**config.mk**
```make
export PLATFORM = sky130hd
export DESIGN_NAME = serial_regfile_slave
export DESIGN_NICKNAME = d
export VERILOG_FILES = /design/src/rtl/serial_regfile_pkg.sv /design/src/rtl/serial_shift_reg.sv /design/src/rtl/serial_regfile_slave.sv
export SDC_FILE = /design/constraint.sdc
export NUM_CORES = 1
export LEC_CHECK = 0
export ABC_AREA = 0
export BUFFER_PORTS_ARGS = -buffer_cell sky130_fd_sc_hd__buf_2
export CAP_MARGIN = 20
export CELL_PAD_IN_SITES_DETAIL_PLACEMENT = 2
export CELL_PAD_IN_SITES_GLOBAL_PLACEMENT = 2
export CORE_ASPECT_RATIO = 0.5
export CORE_UTILIZATION = 33
export DETAILED_ROUTE_END_ITERATION = 16
export GPL_TIMING_DRIVEN = 0
export HOLD_SLACK_MARGIN = 0.15
export PLACE_DENSITY_LB_ADDON = 0.1
export SLEW_MARGIN = 20
export SYNTH_ARGS = -nofsm -noshare
export SYNTH_HDL_FRONTEND = slang
export SYNTH_SLANG_ARGS = --single-unit
```
**constraint.sdc**
```tcl
create_clock -name CLK -period 2.15 [get_ports CLK]
set_clock_uncertainty 0.15 [all_clocks]
set_input_delay 0.3225 -clock CLK [delete_from_list [all_inputs] [get_ports CLK]]
set_output_delay 0.3225 -clock CLK [all_outputs]
set_load 0.01 [all_outputs]
```
**src/rtl/serial_regfile_pkg.sv**
```systemverilog
// serial_regfile_pkg: shared FSM states, frame-width helper and RW encodings
package serial_regfile_pkg;
    typedef enum logic [2:0] {IDLE, CMD, ACK, DATA, DONE, IGNORE} state_t;
    localparam logic RW_WRITE = 1'b0;
    localparam logic RW_READ  = 1'b1;
    function automatic int cmd_width(input int addr_w, input int idx_w);
        return addr_w + 1 + idx_w;
    endfunction
endpackage

```
**src/rtl/serial_shift_reg.sv**
```systemverilog
// serial_shift_reg: LSB-first shifter; new bits enter at the MSB, shift_out is the LSB
// Ports: clk, rst (sync, active-high), load/load_val (parallel load, wins over shift),
//        shift/shift_in (serial shift right), shift_out (q[0]), q (parallel contents)
module serial_shift_reg #(
    parameter int W = 8
) (
    input  logic         clk,
    input  logic         rst,
    input  logic         load,
    input  logic [W-1:0] load_val,
    input  logic         shift,
    input  logic         shift_in,
    output logic         shift_out,
    output logic [W-1:0] q
);
    always_ff @(posedge clk) begin
        if (rst) q <= '0;
        else if (load) q <= load_val;
        else if (shift) q <= {shift_in, q[W-1:1]};
    end
    assign shift_out = q[0];
endmodule

```
**src/rtl/serial_regfile_slave.sv**
```systemverilog
// serial_regfile_slave: single-wire addressed register-file target on a shared RX/SEL bus
// Ports: CLK, RST (sync, active-high), SEL (frame select), RX (serial in, LSB first),
//        DEV_ADDR (strapped address), TX/TX_EN (serial out, idles high), BUSY (addressed),
//        WR_STROBE (pulse after commit), REG_OUT (flattened registers),
//        PARITY_ERR (sticky, only with SERIAL_REGFILE_PARITY_EN defined)
// Build option: define SERIAL_REGFILE_PARITY_EN to add an even-parity bit after the data field.
module serial_regfile_slave
    import serial_regfile_pkg::*;
#(
    parameter int                DEV_ADDR_W = 7,
    parameter int                IDX_W      = 2,
    parameter int                DATA_W     = 8,
    parameter logic [DATA_W-1:0] RESET_VAL  = '0
) (
    input  logic                          CLK,
    input  logic                          RST,
    input  logic                          SEL,
    input  logic                          RX,
    input  logic [DEV_ADDR_W-1:0]         DEV_ADDR,
    output logic                          TX,
    output logic                          TX_EN,
    output logic                          BUSY,
    output logic                          WR_STROBE,
    output logic [(2**IDX_W)*DATA_W-1:0]  REG_OUT
`ifdef SERIAL_REGFILE_PARITY_EN
    ,
    output logic                          PARITY_ERR
`endif
);
    localparam int NUM_REGS = 2**IDX_W;
    localparam int CMD_W    = cmd_width(DEV_ADDR_W, IDX_W);
`ifdef SERIAL_REGFILE_PARITY_EN
    localparam int DATA_LEN = DATA_W + 1;
`else
    localparam int DATA_LEN = DATA_W;
`endif
    localparam int CNT_W    = $clog2(CMD_W + DATA_LEN + 1);

    state_t            state;
    logic [CNT_W-1:0]  cnt;
    logic [DATA_W-1:0] regs [NUM_REGS];
    logic [CMD_W-1:0]  cmd_q;
    logic [DATA_W-1:0] dat_q;
    logic [CMD_W-1:0]  cmd_next;
    logic [DATA_W-1:0] dat_next;
    logic              cmd_lsb;
    logic              dat_lsb;
    logic              rw;
    logic [IDX_W-1:0]  idx;
    logic              cmd_shift;
    logic              dat_load;
    logic              dat_shift;
    logic              unused;

    // Command is judged on the edge that samples its last bit, so the ACK slot
    // follows immediately; hence the look-ahead values including RX.
    assign cmd_next  = {RX, cmd_q[CMD_W-1:1]};
    assign dat_next  = {RX, dat_q[DATA_W-1:1]};
    assign rw        = cmd_q[DEV_ADDR_W];
    assign idx       = cmd_q[CMD_W-1 -: IDX_W];
    assign cmd_shift = SEL && (state == IDLE || state == CMD);
    assign dat_load  = SEL && state == ACK && rw == RW_READ;
    assign dat_shift = SEL && state == DATA && cnt < CNT_W'(DATA_W);
    assign unused    = ^{cmd_lsb, dat_lsb, cmd_q[0], dat_q[0]};

    serial_shift_reg #(.W(CMD_W)) u_cmd (
        .clk(CLK), .rst(RST), .load(1'b0), .load_val('0), .shift(cmd_shift),
        .shift_in(RX), .shift_out(cmd_lsb), .q(cmd_q)
    );

    serial_shift_reg #(.W(DATA_W)) u_dat (
        .clk(CLK), .rst(RST), .load(dat_load), .load_val(regs[idx]), .shift(dat_shift),
        .shift_in(RX), .shift_out(dat_lsb), .q(dat_q)
    );

    always_ff @(posedge CLK) begin
        if (RST) begin
            state     <= IDLE;
            cnt       <= '0;
            TX        <= 1'b1;
            TX_EN     <= 1'b0;
            BUSY      <= 1'b0;
            WR_STROBE <= 1'b0;
            for (int i = 0; i < NUM_REGS; i++) regs[i] <= RESET_VAL;
`ifdef SERIAL_REGFILE_PARITY_EN
            PARITY_ERR <= 1'b0;
`endif
        end else if (!SEL) begin
            state     <= IDLE;
            cnt       <= '0;
            TX        <= 1'b1;
            TX_EN     <= 1'b0;
            BUSY      <= 1'b0;
            WR_STROBE <= 1'b0;
        end else begin
            WR_STROBE <= 1'b0;
            case (state)
                IDLE: begin
                    state <= CMD;
                    cnt   <= CNT_W'(1);
                end
                CMD: begin
                    if (cnt == CNT_W'(CMD_W - 1)) begin
                        cnt <= '0;
                        if (cmd_next[DEV_ADDR_W-1:0] == DEV_ADDR) begin
                            state <= ACK;
                            TX    <= 1'b0;
                            TX_EN <= 1'b1;
                            BUSY  <= 1'b1;
                        end else begin
                            state <= IGNORE;
                        end
                    end else begin
                        cnt <= cnt + 1'b1;
                    end
                end
                ACK: begin
                    state <= DATA;
                    cnt   <= '0;
                    TX    <= (rw == RW_READ) ? regs[idx][0] : 1'b1;
                    TX_EN <= (rw == RW_READ);
                end
                DATA: begin
                    cnt <= cnt + 1'b1;
                    if (cnt == CNT_W'(DATA_LEN - 1)) begin
                        state <= DONE;
                        TX    <= 1'b1;
                        TX_EN <= 1'b0;
                        BUSY  <= 1'b0;
                        if (rw == RW_WRITE) begin
`ifdef SERIAL_REGFILE_PARITY_EN
                            if (^{dat_q, RX} == 1'b0) begin
                                regs[idx] <= dat_q;
                                WR_STROBE <= 1'b1;
                            end else begin
                                PARITY_ERR <= 1'b1;
                            end
`else
                            regs[idx] <= dat_next;
                            WR_STROBE <= 1'b1;
`endif
                        end
                    end else if (rw == RW_READ) begin
`ifdef SERIAL_REGFILE_PARITY_EN
                        TX <= (cnt == CNT_W'(DATA_W - 1)) ? ^regs[idx] : dat_q[1];
`else
                        TX <= dat_q[1];
`endif
                    end
                end
                default: ;
            endcase
        end
    end

    for (genvar g = 0; g < NUM_REGS; g++) begin : g_out
        assign REG_OUT[g*DATA_W +: DATA_W] = regs[g];
    end
endmodule

```
==> Yosys cells after proc, flatten, opt, wreduce, memory -nomap -nowiden <==
Memory sizes are Yosys's and may differ from the RTL's. A register that Yosys moved wholly into a read port is not among the register bits.
Cells that the tools add are included.
Widths: inputs -> output; s select.
{ "word_totals": {"in_bits": 11, "ramBits": 32, "n_memories": 1, "wordCells": 71, "reg_bits": 30} }
{ "memory_table": {"columns": ["memory", "depth", "width", "read_ports", "rd_ports_with_merged_regs", "wr", "line_no", "text"], "rows": [
  ["regs", 4, 8, 5, 1, 4, "serial_regfile_slave.sv:41", "logic [DATA_W-1:0] regs [NUM_REGS];"]
]} }
{ "classes": {"n_eq_ne": 10, "n_bitwise": 1, "n_reduce_logical": 17, "order_cmp": 1, "muxes": 32, "add_sub_neg": 1} }
{ "op_table": {"columns": ["op", "count"], "rows": [
  ["$mux 8", 3],
  ["$pmux 5 s4", 1],
  ["$mux 1", 17],
  ["$pmux 3 s4", 1],
  ["$reduce_and 4->1", 3],
  ["$mux 3", 3],
  ["$reduce_or 8->1", 1],
  ["$eq 7x7->1", 1],
  ["$eq 3x2->1 const B", 2],
  ["$mux 2", 3],
  ["$ne 2x1->1 const B", 3],
  ["$pmux 1 s3", 2],
  ["$add 5x1->5 const B", 1],
  ["$eq 5x3->1 const B", 1],
  ["$eq 5x4->1 const B", 1],
  ["$logic_and 1x1->1", 5],
  ["$lt 5x4->1 const B", 1],
  ["$mux 5", 1],
  ["$reduce_bool 2->1", 2],
  ["$reduce_bool 4->1", 1],
  ["$eq 3x1->1 const B", 1],
  ["$logic_not 3->1", 1],
  ["$ne 3x1->1 const B", 1],
  ["$reduce_and 3->1", 1],
  ["5 further kinds", 5]
]} }

==> Logic depth before layout (Yosys ltp) <==
Gate-level depths: netlist of the first run.
{ "logic_depth": {"word_depth": 8, "depth_mapped": 7} }

==> Cells and area by module <==
From an unflattened synthesis of the first run, not the netlist that was laid out.
{ "hier_totals": {"cells_unflattened": 258, "area_unflattened_um2": 3036.7} }
{ "by_module_without_submodules": {"columns": ["mod", "cells_per_inst", "instances", "area_per_inst_um2"], "rows": [
  ["serial_regfile_slave", 177, 1, 2192.1],
  ["serial_shift_reg at u_cmd", 45, 1, 467.9],
  ["serial_shift_reg at u_dat", 36, 1, 376.6]
]} }

==> Worst setup path after synthesis of the first run <==
OpenSTA, ideal clock, no wires.
{ "synth_path": {"kind": "reg-to-reg", "startpoint": "register cnt[0]", "endpoint": "memory regs[0][0], enable pin", "path_slack_ps": -132, "synth_period_minus_slack_ps": 2282, "t_arrival_ps": 1802, "required_time_ps": 1671, "setup_time_ps": 329, "stages_incl_launch_ff": 8, "cell_sequence": "dfxtp_1 ha_1 and4bb_4 nand3_2 nor3_2 buf_6 nor3b_4 or2_1"} }
{ "synth_rtl": {"columns": ["element", "line_no", "text"], "rows": [
  ["start, declared", "serial_regfile_slave.sv:40", "logic [CNT_W-1:0] cnt;"],
  ["start signal, assigned", "serial_regfile_slave.sv:114", "cnt <= cnt + 1'b1;"],
  ["start signal, assigned", "serial_regfile_slave.sv:124", "cnt <= cnt + 1'b1;"],
  ["end, declared", "serial_regfile_slave.sv:41", null]
]} }

==> results of run 1 <==
## cell type report
type,count,share of cell area
repair buffers,62,0.0944
inverters,4,0.00402
flip-flops and latches,62,0.420
plain buffers,15,0.0271
clock buffers,11,0.0622
multi-input cells,173,0.340
well taps,112,0.0375
clock inverters,5,0.0141
## final timing paths
check / startpoint / to / slack (ps) / cells past startpoint
max reg2reg: cnt[0] / regs[0][0] / 50 / 7
min reg2reg: TX / TX / 310 / 1
min: RST / TX_EN / 180 / 4
max: cnt[0] / regs[0][0] / 50 / 7
## synthesized netlist by cell type, types with 4 or more instances
cell and count:
a211oi_1 8, a21oi_1 15, and2_1 25, and2_2 8, clkbuf_1 8, dfxtp_1 30
edfxtp_1 32, inv_1 4, mux2i_1 8, mux4_2 8, nand2_1 20, nor2_1 21
nor3_1 7, o21ai_0 5, xor2_1 7
## report_power, final
group / internal (µW) / switching, µW / total [µW]
Sequential: 1270 / 18.8 / 1290
Clock: 891 / 528 / 1420
Combinational: 63.0 / 89.0 / 152
Total: 2220 / 636 / 2860
## logic make-up (layout without fill, tap and decap cells)
| kind of cell | count (synthesis) | in the layout |
|---|---|---|
| AOI/OAI and AO/OA | 42 | 42 |
| muxes | 16 | 16 |
| DFF | 62 | 62 |
| adders and majority gates | 2 | 2 |
| and+or+nand+nor | 106 | 106 |
| xor gates and xnor gates | 7 | 7 |
| buffers and inverters | 19 | 97 |
## critical path, cell delays in order (launching register included)
cell and delay [ps]:
dfxtp_4 370, ha_4 140, and4bb_4 270, nand3_4 100, nor3_4 180, buf_6 130
nor3b_4 210, or2_4 250
## state kept, by name, indices dropped and copies added (netlist names), named ones only
name and count:
regs 32, u_cmd.q 9, u_dat.q 7, cnt 5
state 3, BUSY 1, TX 1, TX_EN 1
WR_STROBE 1
## routing by layer
layer | GRT usage | up-vias | wire (µm)
li1 | - | 1062 | -
met3 | 0.0526 | 13 | 289
met2 | 0.363 | 45 | 4160
met4 | 0.0843 | 0 | 126
met1 | 0.247 | 1166 | 3990
met5 | 0 | - | 0
## repair_timing
action / in CTS / in global routing
pin swaps: 5 / 5
hold buffers: 1 / 0
setup endpoints to repair: 53 / 43
buffers inserted: 5 / 9
hold endpoints to repair: 2 / 0
gates resized for setup: 15 / 1
## metrics by stage
| step | area, µm² | util | instances | setup WS, ps | power, µW |
|---|---|---|---|---|---|
| after floorplan | 2910 | - | 254 | 22.2 | 1390 |
| after global placement | 3280 | 0.397 | 412 | -538 | 1450 |
| after detailed placement | 3280 | 0.398 | 413 | -581 | 1460 |
| after CTS | 3670 | 0.444 | 435 | 0.721 | 2880 |
| after global routing | 3740 | 0.453 | 444 | -15.9 | 2950 |
| final | 3740 | 0.453 | 444 | 54.9 | 2860 |
==> flow_metrics.env, run 1 <==
export IMPL_synthAdderAreaFrac=0.00863
export IMPL_layout_commonest_cell="buf_2"
export IMPL_clk_latency_ps=330
export IMPL_drcViolationCount=0
export IMPL_maxCapViolCount=0
export IMPL_synthMuxAreaShare=0.0897
export IMPL_hold_ws_ps=183
export IMPL_antenna_found_initial=0
export IMPL_die_h_um=68.3
export IMPL_grt_max_degree=12
export IMPL_status="finished, final reports clean"
export IMPL_period_share=0.974
export IMPL_drt_wl_total_mm=8.57
export IMPL_synth_top_area_frac=0.331
export IMPL_root_buffer="clkbuf_16"
export IMPL_p_per_area_nw_per_um2=764
export IMPL_antennaDiodeCount=0
export IMPL_synth_simple_area_share=0.211
export IMPL_crit_path_max_fanout=8
export IMPL_period_minus_slack_ps=2100
export IMPL_start_util=0.351
export IMPL_leakagePower_uw=0.00151
export IMPL_seq_area_frac_synth=0.538
export IMPL_startpoint_type="flop"
export IMPL_synth_cell_types=48
export IMPL_rsz0062_at_grt="true"
export IMPL_synth_compound_area_frac=0.0958
export IMPL_yosys_warnings=0
export IMPL_postSynthCellCount=254
export IMPL_yosys_top_cells_area="edfxtp_1 (33%), dfxtp_1 (21%), mux4_2 (6.2%)"
export IMPL_fill_cells=887
export IMPL_dieArea_um2=9190
export IMPL_dp_hpwl_mm=5.69
export IMPL_relSlewSlack=0.590
export IMPL_synth_top_flop_cell="edfxtp_1"
export IMPL_grt_overflow=0
export IMPL_required_ps=2030
export IMPL_fin_setup_tns_ps=0
export IMPL_core_um2=8260
export IMPL_seqCellArea_um2=1570
export IMPL_grt_use_total=0.206
export IMPL_io_pins=47
export IMPL_synth_top_area_cell="edfxtp_1"
export IMPL_cp_arrival_ps=1970
export IMPL_slew_viol_final=0
export IMPL_nets=340
export IMPL_syn_avg_cell_area_um2=11.4
export IMPL_hold_viol_final=0
export IMPL_criticalPathCategory="reg2reg"
export IMPL_via_per_inst=5.15
export IMPL_synth_top_family_by_area="simple AND/OR/NAND/NOR gates"
export IMPL_fmax_mhz=477
export IMPL_grt_pass1_vias=2438
export IMPL_area_growth_pct=28.9
export IMPL_grt_pass1_wl_mm=13.4
export IMPL_num_vias=2286
export IMPL_drive_gt1_frac=0.340
export IMPL_multi_input_area_um2=1270
export IMPL_syn_cell_area_um2=2900
export IMPL_synth_edf_count=32
export IMPL_io_buffers=46
export IMPL_yosys_area_share_xor_xnor=0.0211
export IMPL_drt_iter0_drc=82
export IMPL_clk_pin_slew_ps=50
export IMPL_antenna_left=0
export IMPL_htree_levels=3
export IMPL_cts_made_buffers=9
export IMPL_clkSinkCount=62
export IMPL_cts_tree="done"
export IMPL_ys_seq_elements=62
export IMPL_syn_nets=267
export IMPL_async_reset_ff_frac=0
export IMPL_setup_violations=0
export IMPL_worstMarginPinSlew_ps=615
export IMPL_dr_pass1_iters=4
export IMPL_clockBufferDepth=2
export IMPL_vdd_ir_drop_max_v=0.000407
export IMPL_layout_common_cells="buf_2 (47), edfxtp_1 (32), dfxtp_1 (26)"
export IMPL_wl_per_cell_um=19.3
export IMPL_die_x_um=135
export IMPL_gp_congestion=0.751
export IMPL_rows=23
export IMPL_end_kind="flop"
export IMPL_hp_class="in2reg"
(Power assumes the default switching activity.)
==> run 2: changes to the inputs <==
Settings changed: CORE_ASPECT_RATIO 0.5 to not set.
==> run 2 against run 1 <==
  * Via count is 4.0% lower
  * First-iteration DRC count is 8.5% higher
  * Global-route usage is 1.7 points lower
  * Critical path depth stayed put
  * Die area is 0.24% lower
  * Register-to-register slack better by 20 ps
  * Combinational power is 5% lower
  * Count of clock-buffer cells in the layout is 1 lower
  * Largest power group is now sequential cells
  * Sequential share of layout area is 1.6 points higher
  * Maximum frequency is 1.0% higher
==> flow_metrics.env, run 2 (synthesized netlist as in run 1, its figures left out) <==
export IMPL_cp_slowest_cell="dfxtp_4"
export IMPL_wl_per_cell_um=18.0
export IMPL_worstMarginPinSlew_ps=626
export IMPL_hp_class="in2reg"
export IMPL_fin_ws_ps=75.8
export IMPL_drive_gt1_frac=0.332
export IMPL_cp_startpoint="cnt[0]"
export IMPL_status="finished, final reports clean"
export IMPL_dieArea_um2=9170
export IMPL_clkSinkCount=62
export IMPL_crit_path_max_incr_delay_ps=390
export IMPL_antenna_found_initial=0
export IMPL_num_vias=2194
export IMPL_required_ps=2050
export IMPL_relSlewSlack=0.582
export IMPL_crit_chain="ha_4 > and4bb_4 > nand3_4 > nor3_4 > buf_6 > nor3b_4 > or2_4"
export IMPL_grt_overflow=0
export IMPL_grt_pass1_wl_mm=12.3
export IMPL_core_um2=8340
export IMPL_nets=333
export IMPL_dp_slack_ps=-521
export IMPL_grt_use_total=0.189
export IMPL_slew_viol_final=0
export IMPL_period_share=0.965
export IMPL_clk_latency_ps=350
export IMPL_rsz0062_at_grt="false"
export IMPL_htree_levels=3
export IMPL_worstRegToRegCells=7
export IMPL_grt_pass1_vias=2235
export IMPL_clockBufferDepth=2
export IMPL_crit_path_max_fanout=8
export IMPL_cts_made_buffers=9
export IMPL_largest_register="regs"
export IMPL_fmax_mhz=482
export IMPL_area_growth_pct=23.8
export IMPL_layout_commonest_cell="buf_2"
export IMPL_dp_hpwl_mm=5.33
export IMPL_cp_endpoint="regs[0][0]"
export IMPL_drt_iter0_drc=89
export IMPL_p_per_area_nw_per_um2=680
export IMPL_period_minus_slack_ps=2070
export IMPL_die_h_um=95.8
export IMPL_ff2ff_setup_slack_ps=80
export IMPL_fill_cells=917
export IMPL_rows=33
export IMPL_io_buffers=46
export IMPL_grt_max_degree=12
export IMPL_io_pins=47
export IMPL_drcViolationCount=0
export IMPL_r2r_start="cnt[0]"
export IMPL_die_x_um=95.8
export IMPL_antennaDiodeCount=0
export IMPL_start_util=0.348
export IMPL_criticalPathCategory="reg2reg"
export IMPL_post_route_cell_area_um2=3590
export IMPL_antenna_left=0
export IMPL_startpoint_type="flop"
export IMPL_maxCapViolCount=0
export IMPL_vdd_ir_drop_max_v=0.000320
export IMPL_leakagePower_uw=0.00142
export IMPL_clk_pin_slew_ps=80
export IMPL_dr_pass1_iters=4
export IMPL_gp_congestion=0.732
export IMPL_root_buffer="clkbuf_8"
export IMPL_hold_viol_final=0
export IMPL_r2r_end="regs[0][0]"
export IMPL_place_area_um2=3270
export IMPL_end_kind="flop"
export IMPL_cp_arrival_ps=1970
export IMPL_reg_top3="regs x32, u_cmd.q x9, u_dat.q x7"
export IMPL_layout_common_cells="buf_2 (47), edfxtp_1 (32), dfxtp_1 (27)"
export IMPL_setup_violations=0
export IMPL_cts_tree="done"
export IMPL_drt_wl_total_mm=7.75
export IMPL_largest_reg_flops=32
export IMPL_via_per_inst=5.10
run 2: how the worst min path moves through the flow:
stage,start,to,cells after the start
after floorplan,u_cmd.q[1],u_cmd.q[1],2
after global placement,TX,TX,1
after detailed placement,TX,TX,1
after CTS,RST,BUSY,3
after global routing,RST,TX_EN,4
final,RST,state[0],4
run 2: per-layer routing:
| layer | routed length [µm] | track usage | part of all wire | vias to the layer above |
|---|---|---|---|---|
| li1 | - | - | - | 1053 |
| met1 | 3820 | 0.258 | 0.49 | 1092 |
| met2 | 3550 | 0.288 | 0.46 | 38 |
| met3 | 223 | 0.0371 | 0.029 | 11 |
| met4 | 146 | 0.0896 | 0.019 | 0 |
| met5 | 0 | 0 | 0 | - |
run 2: critical path, delay by kind of cell, from the launching register on:
kind	cells	cell delay, ps
fa+ha+maj	1	150
simple gates	5	960
buf+inv	1	130
flops	1	390
run 2: area by class of cell:
cell class | instances | area, µm² | area share
Sequential cell | 62 | 1570 | 0.437
Multi-Input combinational cell | 173 | 1280 | 0.358
Timing Repair Buffer | 55 | 300 | 0.0837
Tap cell | 105 | 131 | 0.0366
Clock buffer | 10 | 128 | 0.0356
Buffer | 15 | 101 | 0.0282
Clock inverter | 6 | 62.6 | 0.0174
Inverter | 4 | 15.0 | 0.00418
run 2: report_power, final:
group	total [µW]	internal (µW)	leakage [µW]	switching, µW
Combinational	145	58.9	0.000757	86.5
Sequential	1280	1270	0.000574	18.5
Clock	1010	531	0.0000899	482
run 2: through the flow:
step / hold slack (ps) / total power, µW / cells / setup TNS (ps) / util
after floorplan: 298 / 1390 / 254 / 0 / -
after global placement: 301 / 1450 / 405 / -15370 / 0.392
after detailed placement: 306 / 1450 / 405 / -15690 / 0.392
after CTS: 191 / 2470 / 424 / 0 / 0.423
after global routing: 211 / 2540 / 430 / 0 / 0.430
final: 195 / 2440 / 430 / 0 / 0.430
run 2: what timing repair did:
item,in CTS,in global routing
hold buffers,1,0
setup buffers,2,6
gates resized for setup,12,4
pin swaps,3,3
endpoints found under the hold margin,2,0
setup endpoints to repair,40,25
==> run 3: changes to the inputs <==
Settings changed: CORE_ASPECT_RATIO set to 1.2.
==> run 3 against run 2 <==
  * Clock power increased by 8%
  * Utilization decreased by 0.72 points
  * Flip-flop and latch count unchanged
  * Register-to-register slack got worse by 20 ps
  * Largest power group unchanged
  * Final area increased by 0.98%
  * Sequential power about the same
  * Global-route usage increased by 0.69 points
  * Critical path depth unchanged
  * Final cell count increased by 2.8%
  * Die area about the same
  * Count of clock-buffer cells in the layout increased by 5
==> flow_metrics.env, run 3 (synthesized netlist as in run 1, its figures left out) <==
export IMPL_gp_congestion=0.747
export IMPL_num_vias=2221
export IMPL_dr_pass1_iters=4
export IMPL_p_per_area_nw_per_um2=696
export IMPL_fmax_mhz=477
export IMPL_grt_use_total=0.196
export IMPL_grt_pass1_wl_mm=13.0
export IMPL_seqCellArea_um2=1570
export IMPL_rows=37
export IMPL_wl_per_cell_um=18.7
export IMPL_core_um2=8560
export IMPL_setup_violations=0
export IMPL_end_kind="flop"
export IMPL_cts_tree="done"
export IMPL_drive_gt1_frac=0.332
export IMPL_clk_latency_ps=340
export IMPL_io_pins=47
export IMPL_largest_register="regs"
export IMPL_seqPwrFrac=0.509
export IMPL_vdd_ir_drop_max_v=0.000423
export IMPL_criticalPathCategory="reg2reg"
export IMPL_maxCapViolCount=0
export IMPL_grt_overflow=0
export IMPL_dieArea_um2=9170
export IMPL_antennaDiodeCount=0
export IMPL_layout_common_cells="buf_2 (47), edfxtp_1 (32), dfxtp_1 (25), and2_1 (25), nor2_1 (21)"
export IMPL_p_sw_frac=0.227
export IMPL_antenna_found_initial=0
export IMPL_rsz0062_at_grt="true"
export IMPL_startpoint_type="flop"
export IMPL_fin_cells=442
export IMPL_relSlewSlack=0.570
export IMPL_r2r_end="regs[0][0]"
export IMPL_hold_viol_final=0
export IMPL_nets=333
export IMPL_clockBufferDepth=2
export IMPL_largest_reg_flops=32
export IMPL_layout_commonest_cell="buf_2"
export IMPL_area_growth_pct=25.0
export IMPL_antenna_left=0
export IMPL_period_share=0.975
export IMPL_crit_path_max_fanout=8
export IMPL_clkSinkCount=62
export IMPL_clk_pin_slew_ps=80
export IMPL_required_ps=2030
export IMPL_post_place_cells=417
export IMPL_fill_cells=914
export IMPL_p_int_uw=1950
export IMPL_drcViolationCount=0
export IMPL_drt_wl_total_mm=8.25
export IMPL_worstRegToRegCells=7
export IMPL_start_util=0.339
export IMPL_p_sw_uw=573
export IMPL_dp_hpwl_mm=5.69
export IMPL_grt_pass1_vias=2342
export IMPL_die_x_um=87.6
export IMPL_grt_max_degree=12
export IMPL_multi_input_area_um2=1280
export IMPL_drt_iter0_drc=45
export IMPL_status="finished, final reports clean"
export IMPL_ff2ff_setup_slack_ps=50
export IMPL_slew_viol_final=0
export IMPL_reg_top3="regs x32, u_cmd.q x9, u_dat.q x7"
export IMPL_period_minus_slack_ps=2100
export IMPL_cp_arrival_ps=1980
export IMPL_die_h_um=105
export IMPL_worstMarginPinSlew_ps=644
export IMPL_io_buffers=46
export IMPL_via_per_inst=5.02
export IMPL_total_power_uw=2520
export IMPL_root_buffer="clkbuf_8"
export IMPL_cts_made_buffers=9
export IMPL_power_share_clock=0.433
export IMPL_hp_class="in2reg"
export IMPL_leakagePower_uw=0.00144
export IMPL_htree_levels=3
export IMPL_p_comb_frac=0.058
export IMPL_cp_startpoint="cnt[1]"
export IMPL_cp_endpoint="regs[0][0]"
export IMPL_r2r_start="cnt[1]"
run 3: worst min path at each step:
stage                           from    endpoint  slack (ps)  cells after the start
after floorplan           u_cmd.q[1]  u_cmd.q[1]         300                      2
after global placement    u_cmd.q[1]  u_cmd.q[1]         310                      2
after detailed placement          TX          TX         330                      1
after CTS                        RST       TX_EN         180                      4
after global routing             RST       TX_EN         200                      4
final                            RST       TX_EN         180                      4
run 3: power by group through the flow:
| stage | Clock (µW) | Combinational [µW] | Sequential (µW) |
|---|---|---|---|
| final | 1090 | 146 | 1280 |
| after global routing | 1180 | 159 | 1290 |
| after CTS | 1120 | 150 | 1280 |
| after detailed placement | 0 | 142 | 1310 |
| after global placement | 0 | 141 | 1310 |
| after floorplan | 0 | 69.1 | 1320 |
run 3: layer usage:
| metal | track usage | part of all wire |
|---|---|---|
| met5 | 0 | 0 |
| met2 | 0.353 | 0.54 |
| met4 | 0.0597 | 0.012 |
| met3 | 0.0411 | 0.028 |
| met1 | 0.228 | 0.42 |
run 3: per-stage QoR:
step           hold slack [ps]  area [µm²]  TNS [ps]  utilization  setup slack (ps)
6_report                   182        3620         0        0.423              53.3
5_1_grt                    200        3620      -166        0.423             -28.1
4_1_cts                    175        3600         0        0.420              14.8
3_5_place_dp               330        3280    -17610        0.383              -566
3_3_place_gp               313        3280    -16380        0.383              -551
2_1_floorplan              298        2910         0            -              22.2
run 3: timing repair:
action / CTS / global route
hold buffers: 1 / 0
endpoints found under the setup margin: 41 / 40
gates resized for setup: 19 / 1
pin swaps: 6 / 3
buffers inserted: 6 / 3
hold endpoints to repair: 2 / 0
run 3: area by class of cell:
class / count / share of cell area
flip-flops and latches: 62 / 0.434
well taps: 117 / 0.0404
clock buffers: 15 / 0.0576
inverters: 4 / 0.00414
multi-input cells: 173 / 0.352
clock inverters: 1 / 0.00173
repair buffers: 56 / 0.0849
plain buffers: 14 / 0.0249
run 3: critical path, stage by stage (launching register included):
cell and delay, ps:
dfxtp_4 360, ha_4 150, and4bb_4 280, nand3_4 90, nor3_4 170, buf_6 130
nor3b_4 210, or2_4 250
